$ cat src/rtl/light_sequencer_pkg.sv
// light_sequencer_pkg: shared game constants, light state encoding and duration helper.
package light_sequencer_pkg;
    typedef enum logic [1:0] {IDLE = 2'd0, GREEN = 2'd1, YELLOW = 2'd2, RED = 2'd3} state_t;
    localparam logic [15:0] DEFAULT_SEED = 16'hACE1;
    localparam logic [15:0] LFSR_TAPS = 16'hB400;
    function automatic logic [7:0] at_least_one(input logic [7:0] d);
        return d == 8'd0 ? 8'd1 : d;
    endfunction
endpackage

$ cat src/rtl/lfsr16.sv
// lfsr16: free-running 16-bit Fibonacci LFSR, taps 16,14,13,11, loaded with seed on reset.
module lfsr16
    import light_sequencer_pkg::*;
(
    input  logic        clk,
    input  logic        rst,
    input  logic [15:0] seed,
    output logic [15:0] q
);
    always_ff @(posedge clk or negedge rst)
        if (!rst) q <= seed;
        else q <= {q[14:0], ^(q & LFSR_TAPS)};
endmodule

$ cat src/rtl/light_sequencer.sv
// light_sequencer: tick-timed GREEN/YELLOW/RED round sequencer with randomised GREEN length.
module light_sequencer
    import light_sequencer_pkg::*;
#(
    parameter logic [15:0] SEED = DEFAULT_SEED
) (
    input  logic       clk,
    input  logic       rst,
    input  logic       start,
    input  logic       stop,
    input  logic       tick,
    input  logic [7:0] green_min,
    input  logic [3:0] green_span,
    input  logic [3:0] yellow_len,
    input  logic [7:0] red_len,
    output logic       green,
    output logic       yellow,
    output logic       red,
    output logic       enable,
    output logic [1:0] phase,
    output logic [7:0] round_cnt
);
    state_t      state, nxt;
    logic [7:0]  timer, nxt_timer, gdur, dur;
    logic [8:0]  gsum;
    logic [15:0] lfsr;
    logic        expire;

    lfsr16 u_lfsr (.clk(clk), .rst(rst), .seed(SEED), .q(lfsr));

    always_comb begin
        gsum      = {1'b0, green_min} + {5'd0, lfsr[3:0] & green_span};
        gdur      = at_least_one(gsum[8] ? 8'hFF : gsum[7:0]);
        expire    = tick && timer == 8'd1;
        nxt       = stop ? IDLE :
                    state == IDLE ? (start ? GREEN : IDLE) :
                    !expire ? state :
                    state == GREEN ? YELLOW :
                    state == YELLOW ? RED : GREEN;
        dur       = nxt == GREEN ? gdur :
                    nxt == YELLOW ? at_least_one({4'd0, yellow_len}) : at_least_one(red_len);
        // every change of active phase reloads; otherwise count down on tick only
        nxt_timer = nxt == IDLE ? 8'd0 :
                    nxt != state ? dur :
                    tick ? timer - 8'd1 : timer;
    end

    always_ff @(posedge clk or negedge rst)
        if (!rst) begin
            state     <= IDLE;
            timer     <= 8'd0;
            green     <= 1'b0;
            yellow    <= 1'b0;
            red       <= 1'b0;
            enable    <= 1'b0;
            phase     <= 2'd0;
            round_cnt <= 8'd0;
        end else begin
            state     <= nxt;
            timer     <= nxt_timer;
            green     <= nxt == GREEN;
            yellow    <= nxt == YELLOW;
            red       <= nxt == RED;
            enable    <= nxt != IDLE;
            phase     <= nxt;
            round_cnt <= round_cnt + {7'd0, state == RED && nxt == GREEN};
        end
endmodule
$ cat config.mk
export PLATFORM = sky130hd
export DESIGN_NAME = light_sequencer
export DESIGN_NICKNAME = d
export VERILOG_FILES = /design/src/rtl/light_sequencer_pkg.sv /design/src/rtl/lfsr16.sv /design/src/rtl/light_sequencer.sv
export SDC_FILE = /design/constraint.sdc
export NUM_CORES = 1
export LEC_CHECK = 0
export CAP_MARGIN = 10
export CORE_MARGIN = 1
export CORE_UTILIZATION = 45
export DETAILED_ROUTE_END_ITERATION = 8
export PLACE_DENSITY = 0.82
export SYNTH_ARGS = -nofsm -noshare
export SYNTH_HDL_FRONTEND = slang
export SYNTH_SLANG_ARGS = --single-unit
$ cat constraint.sdc
create_clock -name clk -period 5.9 [get_ports clk]
set_input_delay 0.885 -clock clk [delete_from_list [all_inputs] [get_ports clk]]
set_output_delay 0.885 -clock clk [all_outputs]
set_load 0.03 [all_outputs]
==> results.txt, run 1 <==
Setup violations remaining at the end of the flow were counted as 0. For this run, the leading register cell type out of synthesis is sky130_fd_sc_hd__dfrtp_1. STA puts the critical path data required time at 6.08 ns. For the global routing usage summed across all routing layers, the log shows 20.7%.

Data on the critical path arrives at its endpoint at 3.63 ns. Measured against its own limit, the worst slew margin works out to 38.2%. Derived from the worst setup path, the maximum achievable clock frequency is 290 MHz. For the worst-skew pair, the clock arrives at the later sink with an insertion delay of 0.29 ns. Worst clock skew: 0.00256 ns. The register clock-pin slew on the reported worst setup and hold paths is 0.07 ns.

Effective utilization at floorplan: 47.9%. Sequential cells were found to cover 41.6% of the synthesized design area. Across the run, the number of max-cap violations was 0. The critical path goes through clkdlybuf4s50_1, nor4bb_4, nand2_1, mux2_4, and3_2, ha_1, and3_1, nand3_1, or2_2, xnor2_1.

In this run the critical register-to-register path is launched from timer[3]. For this run, design rule violations remaining after detail routing come to 0. The count of non-filler cells in the finished layout is 339, and the cell row count is 25. Clock tree synthesis selected as its root buffer the cell sky130_fd_sc_hd__clkbuf_8. The worst setup path is launched from an input pin.

Adding up every negative setup slack in the final design gives 0 ns. Counting along the longest clock path gives a buffer depth of 2. The floorplan step defined a die boundary enclosing 0.00542 mm2. Height of the chip: 73.6 um. Beginning of the critical path: tick. The standard cell with the maximum stage delay on the critical path is sky130_fd_sc_hd__clkdlybuf4s50_1. Yosys mapped the design onto 58 distinct sky130hd cell types. The worst-case IR drop observed on VDD is 151 uV. After detailed routing, the average wire length per cell comes to 15.2 um. The post-route fraction of the period consumed by the critical path was 58.5%; the filler cell count in the final layout was 419. In this run, post-CTS repair resized a total of 0 instances.

The routed design could run at a clock period as short as 3.45 ns. Compared with the post-synthesis result, the final layout area differs by 24.9%. For this design the ratio of total power to cell area is 271 mW/mm2. Detailed placement ended at an HPWL of 3890 um. Summing every instance area after synthesis gives 0.00231 mm2. Across all register-to-register paths, the minimum setup slack is 2.76 ns. The routed design has 5170 um of wire. The detail route stage leaves a number of antenna-violating nets equal to 0.

The mean instance size in the synthesized netlist is 10.1 um2, and the via total after detailed routing is 1936. The number of instances in the placed design was 331. The ratio of routed vias to standard cells is 5.71, and the cell depth of the worst flop-to-flop path is 9. The first detailed-routing pass took 4 iterations.

Synthesis produced a netlist whose cell count is 228. The final-report max-slew violation count was 0; the number of enable flip-flop cells after synthesis was 0. The via count of the first global-routing pass was 1752; the count of antenna diodes in the layout was 0. The detailed router finished its first iteration with 107 violations. The run finished with clean final reports.

The count of buffers added on input and output ports is 42. The total I/O pin count is 43, and the share of cells above drive strength 1 is 13.2%. Across the whole layout, storage elements account for 961 um2. The flip-flop and latch count after synthesis is 38, and the horizontal extent of the die is 73.6 um. The CTS sink count is 38.

The tools report the worst-case hold path end point as u_lfsr.q[9]. The maximum level of the CTS H-tree is 2, and the final count of hold timing violations is 0. TritonCTS created 5 clock buffers.

The highest net fanout along the worst path is 10, and the synthesized netlist net count is 268. For this design the static power due to leakage is 1.26 nW. STA classifies the critical path endpoint as a flip-flop.

The worst register-to-register path ends at round_cnt[7]. The async set-or-reset flop fraction in the synthesized netlist was 100%. Startpoint of the lowest-slack hold path: u_lfsr.q[8]. Kind of critical path: input pin to flip-flop.

Post-CTS timing repair inserted 0 buffers for setup. The worst hold path passes through 0 cells. The number of buffer and inverter instances along the worst setup path is 1. TritonCTS built the clock tree. The largest single stage delay on the critical path is 0.54 ns. Cells fill 59.9% of the core in the end.

The transition at the pin with the smallest max-transition slack was 0.921 ns; the total area of multi-input combinational cells was 0.00126 mm2. The total congestion overflow is 0, and the weighted congestion at the end of routability-driven global placement is 0.919. The run gives 311 as the total number of nets in the final design. Setup repair after global routing left no endpoint under its margin.

The first global-routing pass estimated 8360 um of wire. The kind of cell adding the most delay to the critical path is simple AND/OR/NAND/NOR gates. After floorplanning, the core was sized to cover 0.00482 mm2.

The number of warnings printed during yosys synthesis is 0, and the initial antenna violation count is 0. The worst hold path belongs to the class flip-flop to flip-flop. The maximum number of pins on one net before global-route repair came out at 39. In this run, post-CTS hold repair placed 0 buffers.
registers in the layout, indices dropped and copies added (netlist names):
name       cells
enable         1
green          1
phase          2
red            1
round_cnt      8
timer          8
u_lfsr.q      16
yellow         1
cells in the mapped netlist, drive strengths merged (2+ instances only):
master   n  area share [%]
nand3b   2            0.65
mux2i    8             3.5
a31oi    4             1.1
a22oi    2            0.65
buf      5             1.8
a21oi   19             4.1
o21ai   12             2.6
dfstp    8             9.1
o221ai   2             1.0
xnor2    8             3.0
nor4     3             1.4
nor3    10             3.1
nand2   20             3.3
o31ai    2            0.65
nand3    6             1.3
or2      2            0.65
xor2     6             2.3
a21boi   2            0.65
nand2b   3            0.81
ha      10             5.4
a22o     3             1.1
and2b    2            0.70
and2     5             1.4
o211ai   2            0.65
dfrtp   30              33
a221oi   2             1.3
inv      6            0.98
a21o     3             1.0
o21bai   2            0.65
nor2    11             1.8
and3     8             2.3
a211oi   4             1.3
clkbuf   2            0.33
power by group:
part / internal, W / leakage (nW) / switching (W)
Clock: 0.000126 / 0.0504 / 0.0000952
Combinational: 0.000110 / 0.718 / 0.000144
Sequential: 0.000280 / 0.493 / 0.0000263
Total: 0.000516 / 1.26 / 0.000266
stage by stage:
stage	hold WS (ns)	setup slack [ns]	cell area, um2	power [W]
after floorplan	0.331	2.99	2310	0.000499
after global placement	0.336	2.29	2770	0.000556
after detailed placement	0.337	2.19	2770	0.000561
after CTS	0.355	2.48	2880	0.000784
after global routing	0.361	2.27	2880	0.000827
final	0.354	2.45	2880	0.000782
cell usage in the layout, fill, tap and decap left out, types with 6 or more instances in the layout:
cell type / instances
sky130_fd_sc_hd__a21oi_1: 19
sky130_fd_sc_hd__clkdlybuf4s50_1: 42
sky130_fd_sc_hd__dfrtp_1: 30
sky130_fd_sc_hd__dfstp_2: 8
sky130_fd_sc_hd__ha_1: 10
sky130_fd_sc_hd__inv_1: 6
sky130_fd_sc_hd__mux2i_1: 8
sky130_fd_sc_hd__nand2_1: 20
sky130_fd_sc_hd__nand3_1: 6
sky130_fd_sc_hd__nor2_1: 11
sky130_fd_sc_hd__nor3_1: 7
sky130_fd_sc_hd__o21ai_0: 9
sky130_fd_sc_hd__xnor2_1: 8
sky130_fd_sc_hd__xor2_1: 6
routing by layer:
metal / routed length, um / GRT usage [%] / share of wire, %
met3: 346 / 5.76 / 6.7
met2: 2540 / 32.9 / 49
met1: 2220 / 27.9 / 43
met4: 63 / 5.56 / 1.2
met5: 0 / 0 / 0
worst max path at each step:
stage,end,slack [ns],depth (start not counted)
5_1_grt,round_cnt[7],2.27,10
4_1_cts,round_cnt[7],2.48,10
3_3_place_gp,round_cnt[6],2.29,10
2_1_floorplan,round_cnt[6],2.99,13
6_report,round_cnt[7],2.45,10
3_5_place_dp,round_cnt[6],2.19,10
area by class of cell:
type	instances	share of cell area, %
inverter	7	1.34
timing repair buffer	43	14.8
tap	67	2.91
clock buffer	5	2.39
clock inverter	3	1.56
sequential	38	33.3
multi-input combinational	176	43.6
worst reg2reg max path: cells and delay by family, from the launching register on:
kind,cells,cell delay (ns)
muxes,1,0.36
and+or+nand+nor,6,1.93
xor gates and xnor gates,1,0.12
DFF,1,0.43
adders and majority gates,1,0.18
cells by family after synthesis:
logic type	Yosys count	synth area share, %
and+or+nand+nor	77	19.7
AOI/OAI and AO/OA	65	19.1
DFF	38	41.6
xor gates and xnor gates	14	5.31
buffers and inverters	14	3.85
adders and majority gates	11	6.29
muxes	9	4.12
Power figures use the tool's default switching activity.
==> run 2, diff against run 1 <==
==> constraint.sdc (replaced) <==
create_clock -name clk -period 3.35 [get_ports clk]
set_input_delay 0.5025 -clock clk [delete_from_list [all_inputs] [get_ports clk]]
set_output_delay 0.5025 -clock clk [all_outputs]
set_load 0.03 [all_outputs]
==> results.txt, run 2 (synthesis gave the netlist of run 1 again) <==
The initial antenna violation count is 0 (unchanged), and the worst-case headroom to the max-slew limit is 33.8% (-4.5 points). Clock tree root driver cell: sky130_fd_sc_hd__clkbuf_8. The ratio of routed vias to standard cells is 5.67 (-0.76%). The tools report the initial DRC count as 66 (-38%). The final design area excluding fillers is 0.00292 mm2 (+1.2%).

The filler cell count in the final layout is 415 (-0.95%), and the sum of negative setup slack is 0 ns (unchanged). STA classifies the critical path endpoint as a flip-flop. Count of final setup violators: 0 (unchanged). The flow ran to the end, and the final reports show no timing, DRC or antenna violations. The tools report the weighted congestion at the end of routability-driven global placement as 0.867 (-5.7%). The height of the chip works out to 73.6 um (unchanged). The detailed-route DRC error count came out at 0 (unchanged). Startpoint of the lowest-slack hold path: u_lfsr.q[14]. The area overhead of the layout relative to synthesis works out to 26.4%. The number of antenna-violating nets in the routed design was 0 (unchanged).

For the clock insertion delay at the later pin of the skew report, the log shows 0.29 ns (about the same). The logs give 2 (unchanged) for the maximum level of the CTS H-tree and 0.00482 mm2 (unchanged) for the area of the core. Total internal power: 0.000871 W (+69%).

The cell row count is 25 (unchanged). The CTS sink count is 38 (unchanged). The maximum number of pins on one net before global-route repair is 39 (unchanged), and the count of antenna diodes in the layout is 0 (unchanged).

The smallest clock period supported by the final layout is computed as 2.92 ns. The final count of hold timing violations was 0 (unchanged); the count of cells resized by post-cts repair was 0 (unchanged). The library cell used most frequently in the layout, excluding fill and tap cells, is sky130_fd_sc_hd__clkdlybuf4s50_1.

The full die area was 0.00542 mm2 (unchanged); the sequential standard cell area was 961 um2 (unchanged). The logs give 35.6% (+3.1 points) for the share of total power in combinational logic and 1891 (+7.9%) for the via count of the first global-routing pass. The half-perimeter wire length of the detailed placement result is 4090 um (+5.2%), and the detailed-route wire length per cell is 15.0 um (-1.3%).

The clock buffer count from CTS is 5 (unchanged), and the number of buffers added on ports is 42 (unchanged). The post-route fraction of the period consumed by the critical path is 87.3%. The endpoint identified for the worst register-to-register timing path is round_cnt[6]. Data required time of the worst path: 3.58 ns (-2.50 ns).

Part of the total power dissipated in the clock network: 24.4% (-3.9 points). For the final-report max-slew violation count, the log shows 0 (unchanged). The worst clock skew is 0.00559 ns (+0.00303 ns), and the number of flip-flops under the largest register name is 16 (unchanged). The global routing usage summed across all routing layers was 21.3% (+0.51 points); the share of cells above drive strength 1 was 15.4% (+2.2 points). The worst setup path is launched from an input pin.

The total area of multi-input combinational cells was 0.00126 mm2 (unchanged). u_lfsr.q holds more flip-flops than any other register. The hold buffer count at cts was 0 (unchanged). The top cell types in the final layout, fill and taps aside, are sky130_fd_sc_hd__clkdlybuf4s50_1, sky130_fd_sc_hd__dfrtp_1, sky130_fd_sc_hd__nand2_1, sky130_fd_sc_hd__a21oi_1, sky130_fd_sc_hd__nor2_1. The max-capacitance violation count is 0 (unchanged). The register clock-pin slew on the reported worst setup and hold paths works out to 0.07 ns (about the same). The run gives 1.29 nW (+2.4%) as the leakage power. The tightest min-delay check is of the flip-flop to flip-flop type. The via total after detailed routing came out at 1961 (+1.3%). The tools report the peak supply drop as 308 uV (+100%). The number of buffer and inverter instances along the worst setup path is 1 (unchanged).

Among cell families on the critical path, the largest total delay comes from simple AND/OR/NAND/NOR gates. The total I/O pin count came out at 43 (unchanged). Most repeated library cell on the critical path: sky130_fd_sc_hd__ha_1. The tools report the length of the first detailed-routing pass in iterations as 4 (unchanged). The biggest cell delay along the critical path works out to 0.56 ns (+0.02 ns). The total congestion overflow was 0 (unchanged); the switching share of power was 34.8% (+0.81 points). The highest net fanout along the worst path came out at 10 (unchanged). The signal on the critical path passes through clkdlybuf4s50_1, nor4bb_4, nand2_1, mux2_4, and3_2, ha_1, ha_1, and3_1, nand3_1, xnor2_1. For the minimum setup slack among reg-to-reg paths, the log shows 0.50 ns (-2.26 ns).

The final routed wirelength across all metal layers came out at 5200 um (+0.72%). Among all stages on the critical path, the largest delay is contributed by sky130_fd_sc_hd__clkdlybuf4s50_1. Setup repair after global routing left no endpoint under its margin. The logs give 47.9% (unchanged) for the effective utilization at floorplan and 3.15 ns (-0.48 ns) for the signal arrival time at the worst endpoint. The relative contribution of sequential cells to total power is 40.0% (+0.8 points), and the horizontal extent of the die is 73.6 um (unchanged).

The run gives 0.000465 W (+75%) as the switching power. TritonCTS built the clock tree. The largest registers in the layout are u_lfsr.q: 16 flops, round_cnt: 8 flops, timer: 8 flops.

The number of post-CTS setup repair buffers came out at 0 (unchanged). The run gives 2 (unchanged) as the maximum count of clock buffers along a single path. The post-placement cell area was 0.00282 mm2 (+1.9%); the wire length of the first global-routing pass was 8760 um (+4.8%).

The number of cells on the worst hold path was 0 (unchanged). Worst-case hold path end point: u_lfsr.q[15]. The tools report the launch instance of the worst register-to-register path as timer[1]. The transition at the pin with the smallest max-transition slack is 0.988 ns (+0.0664 ns), and the total number of nets in the final design is 318 (+2.3%).

The power per unit of standard cell area was 458 mW/mm2 (+69%); the cell depth of the worst flop-to-flop path was 11 (+2). Static timing analysis puts the maximum clock frequency at 342 MHz. The critical path is of the input pin to flip-flop type.
-- run 2: cell types whose count changed in the layout (fill, tap and decap cells not counted) --
cell,delta
sky130_fd_sc_hd__clkinv_2,+1
sky130_fd_sc_hd__clkinvlp_4,-1
sky130_fd_sc_hd__buf_4,+7
sky130_fd_sc_hd__clkbuf_8,+1
sky130_fd_sc_hd__bufinv_16,-1
-- run 2: per-stage QoR --
step | power (W) | hold slack [ns] | setup WS [ns] | util (%) | instances
2_1_floorplan | 0.000879 | 0.207 | 0.439 | - | 228
3_3_place_gp | 0.00100 | 0.337 | 0.245 | 58.6 | 338
3_5_place_dp | 0.00101 | 0.341 | 0.115 | 58.6 | 338
4_1_cts | 0.00134 | 0.358 | 0.417 | 60.6 | 346
5_1_grt | 0.00142 | 0.361 | 0.207 | 60.6 | 346
6_report | 0.00134 | 0.356 | 0.425 | 60.6 | 346
-- run 2: how the worst max path moves through the flow --
stage	startpoint	to	slack [ns]	cells past startpoint
3_3_place_gp	tick	round_cnt[6]	0.24	10
4_1_cts	tick	round_cnt[6]	0.42	10
5_1_grt	tick	round_cnt[6]	0.21	10
3_5_place_dp	tick	round_cnt[6]	0.12	10
6_report	tick	round_cnt[6]	0.43	10
2_1_floorplan	phase[1]	round_cnt[6]	0.44	13
-- run 2: power by group through the flow --
stage | Sequential (W) | Combinational [W] | Clock, W
4_1_cts | 0.000534 | 0.000473 | 0.000333
2_1_floorplan | 0.000551 | 0.000328 | 0
6_report | 0.000535 | 0.000476 | 0.000326
3_3_place_gp | 0.000539 | 0.000463 | 0
3_5_place_dp | 0.000542 | 0.000471 | 0
5_1_grt | 0.000541 | 0.000522 | 0.000355
-- run 2: final cells by class --
cell class	instances	share of cell area, %
multi-input combinational	176	43.1
sequential	38	32.9
timing repair buffer	50	16.5
tap	67	2.87
clock buffer	6	2.83
inverter	7	1.33
clock inverter	2	0.429
-- run 2: metal layers --
| layer | up-vias | global-route usage [%] | part of all wire [%] |
|---|---|---|---|
| met5 | - | 0 | 0 |
| met4 | 0 | 7.69 | 1.4 |
| met3 | 11 | 5.62 | 5.7 |
| met2 | 68 | 33.9 | 49 |
| met1 | 947 | 27.7 | 44 |
| li1 | 935 | - | - |
